==> src/rtl/dmem_access_ctrl.sv <==
// Data-memory access sequencer: turns single load/store requests into registered,
// fixed-length read/write strobes and returns the loaded byte zero-extended to 16 bits.
module dmem_access_ctrl #(
    parameter int unsigned ADDR_W      = 8,
    parameter int unsigned WAIT_CYCLES = 2
) (
    input  logic              clk,
    input  logic              rst,
    input  logic              req,
    input  logic              we,
    input  logic [ADDR_W-1:0] addr,
    input  logic [15:0]       wdata,
    output logic              busy,
    output logic              done,
    output logic [15:0]       rdata,
    output logic [ADDR_W-1:0] mem_addr,
    output logic [7:0]        mem_wdata,
    output logic              mem_rd,
    output logic              mem_wr,
    input  logic [7:0]        mem_rdata
);

    // 0 behaves as 1; anything above the 4-bit counter range saturates at 15
    localparam int unsigned WAIT_EFF = (WAIT_CYCLES == 0) ? 1 :
                                       (WAIT_CYCLES > 15) ? 15 : WAIT_CYCLES;
    localparam int unsigned CNT_W    = 4;
    localparam logic [CNT_W-1:0] CNT_LOAD = CNT_W'(WAIT_EFF - 1);

    typedef enum logic [1:0] {
        ST_IDLE   = 2'd0,
        ST_ACCESS = 2'd1,
        ST_DONE   = 2'd2
    } state_t;

    state_t            state, state_nx;
    logic [CNT_W-1:0]  cnt, cnt_nx;
    logic              busy_nx, done_nx, rd_nx, wr_nx;
    logic [ADDR_W-1:0] addr_nx;
    logic [7:0]        wdata_nx;
    logic [15:0]       rdata_nx;

    // Only the low byte of wdata reaches the byte-wide memory
    logic unused_wdata_hi;
    assign unused_wdata_hi = ^wdata[15:8];

    // State and output registers; strobes leave the block straight from these flops
    always_ff @(posedge clk) begin
        if (rst) begin
            state     <= ST_IDLE;
            cnt       <= '0;
            busy      <= 1'b0;
            done      <= 1'b0;
            mem_rd    <= 1'b0;
            mem_wr    <= 1'b0;
            mem_addr  <= '0;
            mem_wdata <= 8'h00;
            rdata     <= 16'h0000;
        end else begin
            state     <= state_nx;
            cnt       <= cnt_nx;
            busy      <= busy_nx;
            done      <= done_nx;
            mem_rd    <= rd_nx;
            mem_wr    <= wr_nx;
            mem_addr  <= addr_nx;
            mem_wdata <= wdata_nx;
            rdata     <= rdata_nx;
        end
    end

    // Next-state and next-output logic; address/data/rdata hold unless updated
    always_comb begin
        state_nx = state;
        cnt_nx   = cnt;
        busy_nx  = busy;
        done_nx  = 1'b0;
        rd_nx    = mem_rd;
        wr_nx    = mem_wr;
        addr_nx  = mem_addr;
        wdata_nx = mem_wdata;
        rdata_nx = rdata;
        case (state)
            ST_IDLE: begin
                if (req) begin
                    addr_nx  = addr;
                    wdata_nx = wdata[7:0];
                    cnt_nx   = CNT_LOAD;
                    rd_nx    = ~we;
                    wr_nx    = we;
                    busy_nx  = 1'b1;
                    state_nx = ST_ACCESS;
                end
            end
            ST_ACCESS: begin
                if (cnt == '0) begin
                    if (mem_rd) begin
                        rdata_nx = {8'h00, mem_rdata};
                    end
                    rd_nx    = 1'b0;
                    wr_nx    = 1'b0;
                    done_nx  = 1'b1;
                    state_nx = ST_DONE;
                end else begin
                    cnt_nx = cnt - CNT_W'(1);
                end
            end
            ST_DONE: begin
                busy_nx  = 1'b0;
                state_nx = ST_IDLE;
            end
            default: begin
                busy_nx  = 1'b0;
                rd_nx    = 1'b0;
                wr_nx    = 1'b0;
                state_nx = ST_IDLE;
            end
        endcase
    end

endmodule

==> config.mk <==
export PLATFORM = sky130hd
export DESIGN_NAME = dmem_access_ctrl
export DESIGN_NICKNAME = d
export VERILOG_FILES = /design/src/rtl/dmem_access_ctrl.sv
export SDC_FILE = /design/constraint.sdc
export NUM_CORES = 1
export LEC_CHECK = 0
export ABC_AREA = 1
export CORE_MARGIN = 2
export CORE_UTILIZATION = 36
export DETAILED_ROUTE_END_ITERATION = 8
export PLACE_DENSITY = 0.72
export SKIP_CTS_REPAIR_TIMING = 1
export SYNTH_ARGS = -nofsm -noshare
export SYNTH_HDL_FRONTEND = slang
export SYNTH_SLANG_ARGS = --single-unit
==> constraint.sdc <==
create_clock -name clk -period 1.1 [get_ports clk]
set_input_delay 0.22 -clock clk [delete_from_list [all_inputs] [get_ports clk]]
set_output_delay 0.22 -clock clk [all_outputs]
set_load 0.005 [all_outputs]
Word-level counts from Yosys, hierarchy flattened
Index checks and enable logic that the tools add are counted.
- $add $sub $neg: 1
- equality and inequality tests: 5
- multiplexer cells: 14
- bitwise gates (word level): 3
- reduce and logical (&&, ||, !) cells: 10
- operators with widths (kind ; number):
    $reduce_and 3->1 ; 3
    $mux 4 ; 2
    $pmux 4 s2 ; 1
    $ne 2x2->1 const B ; 3
    $pmux 1 s3 ; 2
    $reduce_and 2->1 ; 3
    $mux 1 ; 5
    $logic_not 4->1 ; 1
    $mux 2 ; 2
    $pmux 2 s2 ; 1
    $sub 4x1->4 const B ; 1
    $not 1->1 ; 3
    $eq 2x1->1 const B ; 1
    $eq 2x2->1 const B ; 1
    $logic_not 2->1 ; 1
    $pmux 1 s2 ; 1
    $reduce_bool 2->1 ; 1
    $reduce_or 2->1 ; 1
- flip-flop bits (word level): 34
- logic and storage cells: 42

Longest topological paths before layout
- depth after elaboration: 3
- gate-level depth with buffers: 8
- mapped depth without buffers: 8

Worst setup path after synthesis
Ideal clock, no wire load.
- kind: register -> register
- start point: register cnt[0]
- end point: register rdata[1]
- setup time: 0.062 ns
- data arrival time: 1.070 ns
- data required time: 1.038 ns
- slack: -0.032 ns
- cell stages (with the launch flop): 9
- buffers on the path: 0
- cells stage by stage: dfxtp_1 > inv_1 > ha_1 > nand2_2 > inv_4 > nand2_4 > nor2_8 > nor2_2 > nor2_2
- cells in the longest elaborated chain, start to end: 2
- RTL lines (what ; line ; text):
    start: declaration ; 36 ; logic [CNT_W-1:0] cnt, cnt_nx;
    start signal: assignment ; 60 ; cnt <= cnt_nx;
    $logic_not 4->1 ; 95 ; if (cnt == '0) begin
    $reduce_and 3->1 (no source line) ; -- ;
    end signal: assignment ; 67 ; rdata <= rdata_nx;
    end: declaration ; 15 ; output logic [15:0] rdata,
Every way passes these cells.
A chain may end at the register's enable or synchronous reset.

Worst setup path after layout
- start point: register cnt[0]
- end point: register cnt[1]
- cells in the longest elaborated chain, start to end: 3
- elaborated cells between the ends (all ways): 6
- classes of those cells: add/sub: 1; eq/ne: 1; mux: 2; reduce/logical: 2
- RTL lines (what ; line):
    $sub 4x1->4 or $logic_not 4->1 (tied branches) ; 104, 95
    $mux 4 or $ne 2x2->1 (tied branches) ; --
    $pmux 4 s2 or $reduce_and 3->1 (tied branches) ; --
Parallel ways exist; a longest one is shown, timed or not. The select of a mux whose other input is x is not followed.

==> impl.org <==
** GRT
- Antenna violations before repair :: 0
- Congestion Overflow GR :: 0
- Number of global-route vias before repair :: 1315
- First-pass GRT wire length :: 5250 µm
- Entering global routing, the biggest net connects 14 pins.
- All-layer global routing usage :: 15.1%

** Critical path
- First element of the critical path :: cnt[0]
- Sort of element at the end of the critical path :: register
- Worst setup SP type :: register
- Largest stage delay on the critical path :: 350 ps
- Crit-path max FO :: 5
- CP max-delay cell :: dfxtp_2
- WP data required :: 1310 ps
- The worst register-to-register path begins at cnt[0].
- The signal on the critical path passes through inv_4 > ha_4 > nand2_4 > nand2_4 > or2_0 > a21oi_1.
- Setup slack on the worst reg-to-reg path comes out at -20 ps.
- Cell with the most instances on the worst path :: nand2_4
- Kind of critical path :: reg2reg
- The endpoint identified for the worst register-to-register timing path is cnt[1].
- Arrival @ worst endpoint :: 1330 ps
- Worst R2R Path Depth :: 6

** Layout
- Compared with the post-synthesis result, the final layout area differs by 66.7%.
- Of the cells placed in the final design, the portion with a size suffix greater than 1 is 25.1%.
- Filler instances :: 338
- Multi-input gate area :: 712 µm²
- Summing all flip-flop and latch instances after layout gives 691 µm².
- Antenna diode count :: 0
- The finished cells cover 0.00244 mm².
- For this run, the post-layout net count is 300.

** Drt
- The first routing iteration left 54 violations.
- For this block, the routed nets add up to 3260 µm of wire.
- Iteration count of the initial detailed-routing pass :: 4
- Post-detailed-route wirelength per cell :: 10.4 µm
- In the routed design, unresolved DRC markers number 0.
- Total via count after detailed routing :: 1356
- Number of antenna-violating nets in the routed design :: 0
- Via density per instance :: 4.33

** Floorplan
- DIE WIDTH :: 67.8 µm
- After floorplanning, the core was sized to cover 0.00394 mm².
- The initial utilization of the core area, before any placement, comes to 37.1%.
- In this run the vertical extent of the chip is 67.8 µm.
- The floorplan has 23 rows.
- Die Area :: 0.00459 mm²
- Boundary pin count :: 72

** Place
- After detailed placement, the total cell area comes to 0.00219 mm².
- Port bufs :: 55
- HPWL reported at the end of detailed placement :: 2450 µm
- At the end of routability-driven placement, the weighted congestion stood at 0.758.

** Clock tree
- Clock tree root driver cell :: clkbuf_8
- H-Tree Level Count :: 2
- Clock-pin slew was measured on the worst setup and hold paths at 70 ps.
- In this run the deepest clock path goes through 2 buffers.
- TritonCTS clock tree :: built
- Clock buffer count from CTS :: 5
- Clock latency at the later pin of the worst-skew pair :: 280 ps
- Clock net sink count :: 34

** STA
- Worst setup margin :: -22.2 ps
- Subtracting the final worst setup slack from the clock period gives 1120 ps.
- Setup repair after global routing could not meet its margin everywhere.
- The count of endpoints failing hold in the final timing report was 0.
- Final hold slack :: 460 ps
- The number of max-slew violations in the final report came to 0.
- Maximum achievable frequency :: 891 MHz
- Of the available clock period, the critical path in the final layout requires 102%.
- Setup violations remaining at the end of the flow were counted as 10.
- The clock arrives with 8.01 ps of skew.

** Synthesis
- Number of different library cells in the post-synthesis netlist :: 24
- By area the synthesized netlist is led by dfxtp_1 (46%), nor2_1 (13%), o21ai_0 (6.5%).
- dfxtp_1 takes more of the synthesized area than any other cell.
- Mean Syn Cell Area :: 7.70 µm²
- The Yosys step of the flow raised 0 warnings.
- Summing the sequential cell areas from Yosys gives 46.5% of the chip area.
- After synthesis the netlist holds a flip-flop and latch count of 34.
- Netlist area before placement :: 0.00146 mm²
- Synthesis produced a netlist whose cell count is 190.
- Area share of the leading cell type in the synthesized netlist :: 46.5%

** Power and ir drop
- The worst-case IR drop observed on VDD is 0.846 mV.
- LEAKAGE :: 1.48 nW
- For this design the ratio of total power to cell area is 1410 mW/mm².

** Hold path
- Worst hold path stage count :: 2
- The path with the worst hold slack has its endpoint at rdata[0].
- Type of the most critical hold path :: reg2reg
- Beginning of the worst hold path :: rdata[0]

** Status
- Outcome :: finished with violations
- The checks that failed: setup timing.

** Flow run
- Max Cap Viol :: 0
==> worst max-delay path by stage <==
stage	endpoint	slack (ps)	depth (start not counted)
final	cnt[1]	-20	6
after floorplan	rdata[1]	5	8
after global routing	rdata[4]	-120	8
after detailed placement	mem_wdata[2]	-330	5
after global placement	mem_wdata[4]	-300	5
after CTS	rdata[7]	-260	1
==> synth_stat cells <==
cell      number
nor2_1        51
dfxtp_1       34
o21ai_0       19
nand2_1       15
inv_1         14
nor2_2        10
buf_4          9
nand4_1        8
a21oi_1        5
clkbuf_1       3
inv_2          3
nand3_1        3
ha_1           2
inv_4          2
nand2_2        2
nand2_4        2
buf_2          1
buf_6          1
conb_1         1
nand3_2        1
nor2_4         1
nor2_8         1
nor3_1         1
or2_0          1
==> final cells by class <==
class / instances / share of cell area [%]
Clock inverter: 1 / 1.23
Sequential cell: 34 / 28.3
Inverter: 19 / 3.23
Tap cell: 50 / 2.56
Clock buffer: 7 / 3.13
Multi-Input combinational cell: 130 / 29.2
Timing Repair Buffer: 72 / 32.4
==> power breakdown <==
part | total (W) | switching [W] | internal [W]
registers | 0.00142 | 0.0000637 | 0.00136
logic | 0.000947 | 0.000451 | 0.000496
clock network | 0.00108 | 0.000405 | 0.000677
==> layer usage <==
layer	routed length (µm)	track usage (%)	share of wire, %	up-vias
li1	-	-	-	726
met3	218	4.33	6.7	4
met4	41	6.00	1.3	0
met2	1680	28.3	51	37
met1	1330	15.8	41	589
met5	0	0	0	-
==> critical path: cells and delay by family, from the launching register on <==
| family | cells | cell delay [ps] |
|---|---|---|
| AND/OR/NAND/NOR | 3 | 370 |
| buffers and inverters | 1 | 50 |
| adder cells (fa/ha/maj) | 1 | 150 |
| flip-flops | 1 | 350 |
| AO/OA/AOI/OAI | 1 | 130 |
==> registers in the layout, summed over array words and instances, names as in the netlist <==
name and flops:
mem_addr 8, done 1, rdata 8, cnt 4
mem_rd 1, mem_wr 1, state 2, busy 1
mem_wdata 8
==> placed cells by master (no fill, tap or decap), types with 3 or more instances in the layout <==
master / count
o21ai_1: 12
nor2_2: 11
inv_2: 5
dfxtp_2: 8
nand2_1: 14
o21ai_0: 6
inv_4: 3
clkbuf_8: 5
dlymetal6s2s_1: 28
inv_1: 11
dfxtp_1: 26
nand2_4: 5
nor2_1: 49
a21oi_1: 3
buf_12: 3
buf_4: 13
conb_1: 8
clkdlybuf4s50_1: 27
nand4_1: 8
==> cells by family (layout without fill, tap and decap cells) <==
kind of cell	after synthesis	after routing	synth area share, %
simple gates	96	96	31.6
buf+inv	33	99	11.7
compound gates	24	24	8.20
flops	34	34	46.5
fa+ha+maj	2	2	1.71
other cells	1	8	0.256
==> through the flow <==
stage               setup slack (ps)  utilization (%)  TNS (ps)  power, W  cells
CTS                             -258             58.2     -7370   0.00344    312
global placement                -303             55.5     -6020   0.00233    304
global route                    -116             61.9     -1450   0.00365    313
floorplan                       4.51                -         0   0.00190    197
finish                         -22.2             61.9      -109   0.00345    313
detailed placement              -328             55.5     -6550   0.00235    304
Power figures use the tool's default switching activity.
